$ cat config.mk
export PLATFORM = sky130hd
export DESIGN_NAME = pipeline_ctrl
export DESIGN_NICKNAME = d
export VERILOG_FILES = /design/src/rtl/pipeline_ctrl.sv
export SDC_FILE = /design/constraint.sdc
export NUM_CORES = 1
export LEC_CHECK = 0
export ABC_AREA = 1
export BUFFER_PORTS_ARGS = -buffer_cell sky130_fd_sc_hd__buf_2
export CORE_MARGIN = 10
export CORE_UTILIZATION = 53
export CTS_BUF_LIST = sky130_fd_sc_hd__clkbuf_2
export DETAILED_ROUTE_END_ITERATION = 12
export PLACE_DENSITY_LB_ADDON = 0.25
export SYNTH_ARGS = -nofsm -noshare
export SYNTH_HDL_FRONTEND = slang
export SYNTH_SLANG_ARGS = --single-unit
$ cat constraint.sdc
create_clock -name clk -period 1.5 [get_ports clk]
set_input_delay 0.15 -clock clk [delete_from_list [all_inputs] [get_ports clk]]
set_output_delay 0.15 -clock clk [all_outputs]
set_load 0.01 [all_outputs]
$ cat src/rtl/pipeline_ctrl.sv
// Pipeline stall/flush controller for the 5-stage rv32i core: turns hazard and
// bus wait-state flags into per-stage strobes, discards a wrong-path fetch that
// overlaps a redirect, and keeps saturating performance counters.
module pipeline_ctrl #(
  parameter int unsigned CNT_W = 32
) (
  input  logic             clk,
  input  logic             reset,
  input  logic             load_hazard,
  input  logic             branch_hazard,
  input  logic             imem_ready,
  input  logic             dmem_busy,
  output logic             pc_stall,
  output logic             if_id_stall,
  output logic             if_id_flush,
  output logic             id_exe_stall,
  output logic             id_exe_flush,
  output logic             exe_mem_stall,
  output logic             exe_mem_flush,
  output logic             mem_wb_flush,
  output logic [CNT_W-1:0] load_stall_cnt,
  output logic [CNT_W-1:0] redirect_cnt,
  output logic [CNT_W-1:0] bus_wait_cnt
);

  typedef enum logic {
    RUN,
    KILL_PEND
  } state_e;

  state_e           state_q, state_d;
  logic [CNT_W-1:0] load_cnt_q, load_cnt_d;
  logic [CNT_W-1:0] redir_cnt_q, redir_cnt_d;
  logic [CNT_W-1:0] bus_cnt_q, bus_cnt_d;
  logic             load_evt, redir_evt, bus_evt;

  function automatic logic [CNT_W-1:0] sat_inc(input logic [CNT_W-1:0] v);
    return (v == {CNT_W{1'b1}}) ? v : v + CNT_W'(1);
  endfunction

  // Priority decode of stall/flush strobes, counter events and next state
  always_comb begin
    pc_stall      = 1'b0;
    if_id_stall   = 1'b0;
    if_id_flush   = 1'b0;
    id_exe_stall  = 1'b0;
    id_exe_flush  = 1'b0;
    exe_mem_stall = 1'b0;
    exe_mem_flush = 1'b0;
    mem_wb_flush  = 1'b0;
    load_evt      = 1'b0;
    redir_evt     = 1'b0;
    bus_evt       = 1'b0;
    state_d       = state_q;

    if (reset) begin
      // Fill the pipeline with bubbles while in reset
      if_id_flush   = 1'b1;
      id_exe_flush  = 1'b1;
      exe_mem_flush = 1'b1;
      mem_wb_flush  = 1'b1;
      state_d       = RUN;
    end else if (dmem_busy) begin
      pc_stall      = 1'b1;
      if_id_stall   = 1'b1;
      id_exe_stall  = 1'b1;
      exe_mem_stall = 1'b1;
      mem_wb_flush  = 1'b1;
      bus_evt       = 1'b1;
      // The wrong-path beat is swallowed by the held IF/ID register
      if (state_q == KILL_PEND && imem_ready) state_d = RUN;
    end else if (branch_hazard) begin
      if_id_flush   = 1'b1;
      id_exe_flush  = 1'b1;
      exe_mem_flush = 1'b1;
      redir_evt     = 1'b1;
      state_d       = imem_ready ? RUN : KILL_PEND;
    end else if (state_q == KILL_PEND) begin
      if_id_flush = 1'b1;
      if (imem_ready) state_d = RUN;
    end else if (load_hazard) begin
      pc_stall     = 1'b1;
      if_id_stall  = 1'b1;
      id_exe_flush = 1'b1;
      load_evt     = 1'b1;
    end else if (!imem_ready) begin
      pc_stall    = 1'b1;
      if_id_flush = 1'b1;
      bus_evt     = 1'b1;
    end
  end

  // Saturating counter next values
  always_comb begin
    load_cnt_d  = load_evt  ? sat_inc(load_cnt_q)  : load_cnt_q;
    redir_cnt_d = redir_evt ? sat_inc(redir_cnt_q) : redir_cnt_q;
    bus_cnt_d   = bus_evt   ? sat_inc(bus_cnt_q)   : bus_cnt_q;
  end

  // State and counter registers
  always_ff @(posedge clk) begin
    if (reset) begin
      state_q     <= RUN;
      load_cnt_q  <= '0;
      redir_cnt_q <= '0;
      bus_cnt_q   <= '0;
    end else begin
      state_q     <= state_d;
      load_cnt_q  <= load_cnt_d;
      redir_cnt_q <= redir_cnt_d;
      bus_cnt_q   <= bus_cnt_d;
    end
  end

  assign load_stall_cnt = load_cnt_q;
  assign redirect_cnt   = redir_cnt_q;
  assign bus_wait_cnt   = bus_cnt_q;

endmodule

==> impl_metrics.json, run 1 <==
{
  "cts_sinks": 97,
  "grt_usage_pct": 65.27,
  "outcome": "did not finish",
  "rows": 38,
  "worst-ep-kind": "top-level output",
  "crit_endpoint": "pc_stall",
  "ys_ff_latch": 97,
  "ys_seq_area_share_pct": 32.44,
  "dpl_cell_area_um2": 8046,
  "overflow": 11,
  "die_width_um": 126.3,
  "cts_buffers": 9,
  "haltStage": "5_1_grt",
  "ys_types": 34,
  "avgSynthCellArea_um2": 6.065,
  "die_h_um": 126.3,
  "dpl.cell_count": 1393,
  "syn_area_um2": 5986,
  "portBuffers": 109,
  "dp_hpwl_mm": 15.06,
  "antenna_found_initial": 4,
  "syn_inst": 987,
  "root_buffer": "clkbuf_2",
  "error": "[ERROR GRT-0232] Routing congestion too high. Check the congestion heatmap in the GUI.",
  "clockBufferDepth": 2,
  "ios": 110,
  "start_util_pct": 54.74,
  "ys_warn_count": 0,
  "grt_max_degree": 62,
  "syn_nets": 996,
  "ctsHtreeMaxLevel": 3,
  "globalplace.congestion": 0.9486
}
## synthesized netlist by cell type
cell	number	area, µm²
nand2_1	287	1077
nor2_1	227	852.1
dfxtp_1	97	1942
inv_1	84	315.3
nand3_1	83	415.4
a21oi_1	61	305.3
nand4_1	23	143.9
nor2_2	13	81.33
nor3_1	12	60.06
buf_6	10	112.6
nand2_2	10	62.56
xor2_1	10	87.58
inv_2	8	30.03
o21ai_0	8	40.04
buf_2	6	30.03
nor2_4	6	67.56
o21ai_1	6	30.03
clkbuf_1	5	18.77
a31oi_1	4	25.02
nand2_4	4	45.04
nand3b_1	4	30.03
ha_1	3	37.54
xnor2_1	3	26.28
nand3_4	2	35.03
nor2_8	2	40.04
a211oi_1	1	7.510
a21oi_2	1	8.760
a31o_2	1	8.760
buf_1	1	3.750
buf_4	1	7.510
nand3_2	1	10.01
nand3b_2	1	11.26
nor3_2	1	10.01
o21bai_1	1	7.510
## repair_timing
action	4_1_cts
hold buffers	3
gates cloned	9
hold endpoints to repair	3
gates resized for setup	197
setup endpoints to repair	96
pin swaps	53
buffers inserted	32
## through the flow
stage | setup slack, ps | setup TNS (ps)
2_1_floorplan | -9.764 | -9.764
3_3_place_gp | -90.69 | -2016
3_5_place_dp | -133.9 | -4389
4_1_cts | -279.7 | -11270
## per-layer routing
layer  global-route usage [%]  overflow
met3                    55.87         0
met2                    79.88         4
met5                    18.89         0
met4                    66.91         7
met1                    62.03         0
## kinds of logic after synthesis
| family | after synthesis | share of synthesized area (%) |
|---|---|---|
| buffers and inverters | 115 | 8.654 |
| adder cells (fa/ha/maj) | 3 | 0.6272 |
| AND/OR/NAND/NOR | 676 | 49.14 |
| XOR/XNOR | 13 | 1.902 |
| AO/OA/AOI/OAI | 83 | 7.233 |
| flip-flops | 97 | 32.44 |
==> run 2, diff against run 1 <==
--- a/config.mk
+++ b/config.mk
@@ -8,10 +8,9 @@
 export ABC_AREA = 1
 export BUFFER_PORTS_ARGS = -buffer_cell sky130_fd_sc_hd__buf_2
 export CORE_MARGIN = 10
-export CORE_UTILIZATION = 53
-export CTS_BUF_LIST = sky130_fd_sc_hd__clkbuf_2
+export CORE_UTILIZATION = 39
 export DETAILED_ROUTE_END_ITERATION = 12
-export PLACE_DENSITY_LB_ADDON = 0.25
+export PLACE_DENSITY_LB_ADDON = 0.15
 export SYNTH_ARGS = -nofsm -noshare
 export SYNTH_HDL_FRONTEND = slang
 export SYNTH_SLANG_ARGS = --single-unit
==> constraint.sdc (replaced) <==
create_clock -name clk -period 1.95 [get_ports clk]
set_input_delay 0.195 -clock clk [delete_from_list [all_inputs] [get_ports clk]]
set_output_delay 0.195 -clock clk [all_outputs]
set_load 0.01 [all_outputs]
==> run 2 against run 1 <==
Compared with the run above:
- the flow now finishes without violations
- synthesized cell count stayed put
- synthesized area did not move
==> impl_metrics.json, run 2 <==
{
  "die_width_um": 143.9,
  "core-area_um2": 15150,
  "synth.area.top_cells": "dfxtp_1 32%, nand2_1 18%, nor2_1 14%, nand3_1 6.9%, inv_1 5.3%",
  "clockBufferDepth": 2,
  "pwr-share-clk_pct": 43.9,
  "layout_common_cells": "287 x nand2_1, 224 x nor2_1, 109 x buf_2, 97 x dfxtp_1, 84 x inv_1",
  "syn_nets": 996,
  "ys_warn_count": 0,
  "outcome": "finished clean",
  "wl_mm": 18.90,
  "cts_buffers": 9,
  "grt_pass1_wl_mm": 29.92,
  "globalplace.congestion": 0.9002,
  "grt_usage_pct": 17.99,
  "top_usage_layer": "met2",
  "seqPwrFrac_pct": 51.2,
  "wl_per_cell_um": 14.30,
  "ys_async_sr_fraction_pct": 0,
  "syn_inst": 987,
  "grt_max_degree": 63,
  "tns_ps": 0,
  "diodes": 0,
  "total_leakage_power_nw": 3.205,
  "start_util_pct": 39.52,
  "setup_viol": 0,
  "multi_input_area_um2": 3538,
  "antenna_found_initial": 0,
  "fin_worst_skew_ps": 5.716,
  "crit_required_ps": 2190,
  "ios": 110,
  "synthFlopType": "dfxtp_1",
  "worstSetupStartpointType": "register",
  "root_buffer": "clkbuf_16",
  "viasPerCell": 4.901,
  "ctsHtreeMaxLevel": 3,
  "rsz0062_at_grt": "false",
  "clk_latency_ps": 350,
  "detail-route-antenna-nets": 0,
  "fill_cells": 1638,
  "finalMaxSlewViolations": 0,
  "ys_ff_latch": 97,
  "period_needed_ps": 1774,
  "stdcell_count": 1322,
  "gr-usage-met1_pct": 23.85,
  "dpl.cell_count": 1309,
  "syn2layout_area_growth_pct": 20.90,
  "cp-end-kind": "register",
  "syn_area_um2": 5986,
  "critical_path_arrival_ps": 2020,
  "cts_sinks": 97,
  "relSlewSlack_pct": 53.56,
  "critPathKind": "reg2reg",
  "internal-power_mw": 2.999,
  "overflow": 0,
  "comb_power_share_pct": 4.9,
  "synth_top_area_share_pct": 32.44,
  "cts_tree": "done",
  "post-synth-top-count-cell": "nand2_1",
  "avgSynthCellArea_um2": 6.065,
  "synth_top_area_cell": "dfxtp_1",
  "switching_share_pct": 23.02,
  "hold_viol_final": 0,
  "drt_iter0_markers": 425,
  "post_cts_buffers": 0,
  "use_met2_pct": 28.74,
  "cap_violations": 0,
  "crit_path_max_fanout": 22,
  "clock.fmax_mhz": 563.7,
  "regArea_um2": 1942,
  "power_switching_mw": 0.8968,
  "dp_hpwl_mm": 14.89,
  "synth_edf_count": 0,
  "drive_gt1_share_pct": 19.58,
  "fin_crit_sh_pct": 90.98,
  "power.total_mw": 3.896,
  "portBuffers": 109,
  "die_h_um": 143.9,
  "final_common_cell": "nand2_1",
  "rows": 45,
  "grt_pass1_vias": 5801,
  "use_met3_pct": 3.432,
  "final_util_pct": 47.78,
  "hp-class": "in2reg",
  "ir_worst_vdd_v": 0.0003849,
  "dieArea_um2": 20700,
  "powerDensity_nw_per_um2": 538.3,
  "worst-slew-pin-transition_ps": 696.5,
  "ys_types": 34,
  "drc_errors": 0,
  "vias": 6479,
  "ys_seq_area_share_pct": 32.44,
  "ys_top_cells_by_count": "287 x nand2_1, 227 x nor2_1, 97 x dfxtp_1",
  "path_clk_slew_ps": 60,
  "dr.pass1.iters": 5,
  "nets": 1141
}
## run 2: stage by stage
step / hold WS, ps / setup WS [ps] / instance area, µm²
final: 43.00 / 176.0 / 7237
after global routing: 45.48 / 8.624 / 7237
after detailed placement: 405.5 / 154.4 / 6954
after global placement: 397.6 / 150.2 / 6954
after floorplan: 273.5 / 315.7 / 5986
after CTS: 30.86 / 141.7 / 7224
## run 2: worst paths after layout
| check | cells past startpoint | from | endpoint | slack [ps] |
|---|---|---|---|---|
| max | 11 | bus_wait_cnt[1] | bus_wait_cnt[26] | 180 |
| min | 2 | imem_ready | state_q | 40 |
| max reg2reg | 11 | bus_wait_cnt[1] | bus_wait_cnt[26] | 180 |
| min reg2reg | 2 | state_q | state_q | 500 |
## run 2: routing by layer
layer / part of all wire [%] / wire length, µm
met1: 48 / 9005
met2: 45 / 8480
met3: 5.9 / 1113
met4: 1.6 / 301
met5: 0 / 0
## run 2: kinds of logic after synthesis
kind of cell	share of synthesized area (%)
buf+inv	8.654
flops	32.44
simple gates	49.14
xor+xnor	1.902
fa+ha+maj	0.6272
compound gates	7.233
## run 2: timing repair
action | CTS | global route
hold buffers | 0 | 0
setup endpoints to repair | 0 | 11
endpoints found under the hold margin | 0 | 0
gates resized for setup | 0 | 4
## run 2: power groups by stage
stage	combinational, mW	clock, mW	sequential, mW
final	0.191	1.71	1.99
after global routing	0.214	1.84	1.99
after CTS	0.194	1.75	1.99
after detailed placement	0.193	0	2.04
after global placement	0.193	0	2.04
after floorplan	0.127	0	2.04
## run 2: worst max-delay path: stages (launching register included)
cell and delay (ps):
dfxtp_1 370, ha_1 180, nand2_1 100, nor2_4 180
nand2_4 110, nor2_8 140, nand2_4 70, buf_4 210
nand3_1 140, nand2_1 70, inv_1 50, nor2_1 40
## run 2: layout make-up
type / instances / area share [%]
Clock buffer: 13 / 3.734
Inverter: 92 / 4.772
Multi-Input combinational cell: 775 / 48.89
Sequential cell: 97 / 26.83
Tap cell: 188 / 3.250
Timing Repair Buffer: 157 / 12.52
No activity file was read; power rests on OpenSTA's default activity.
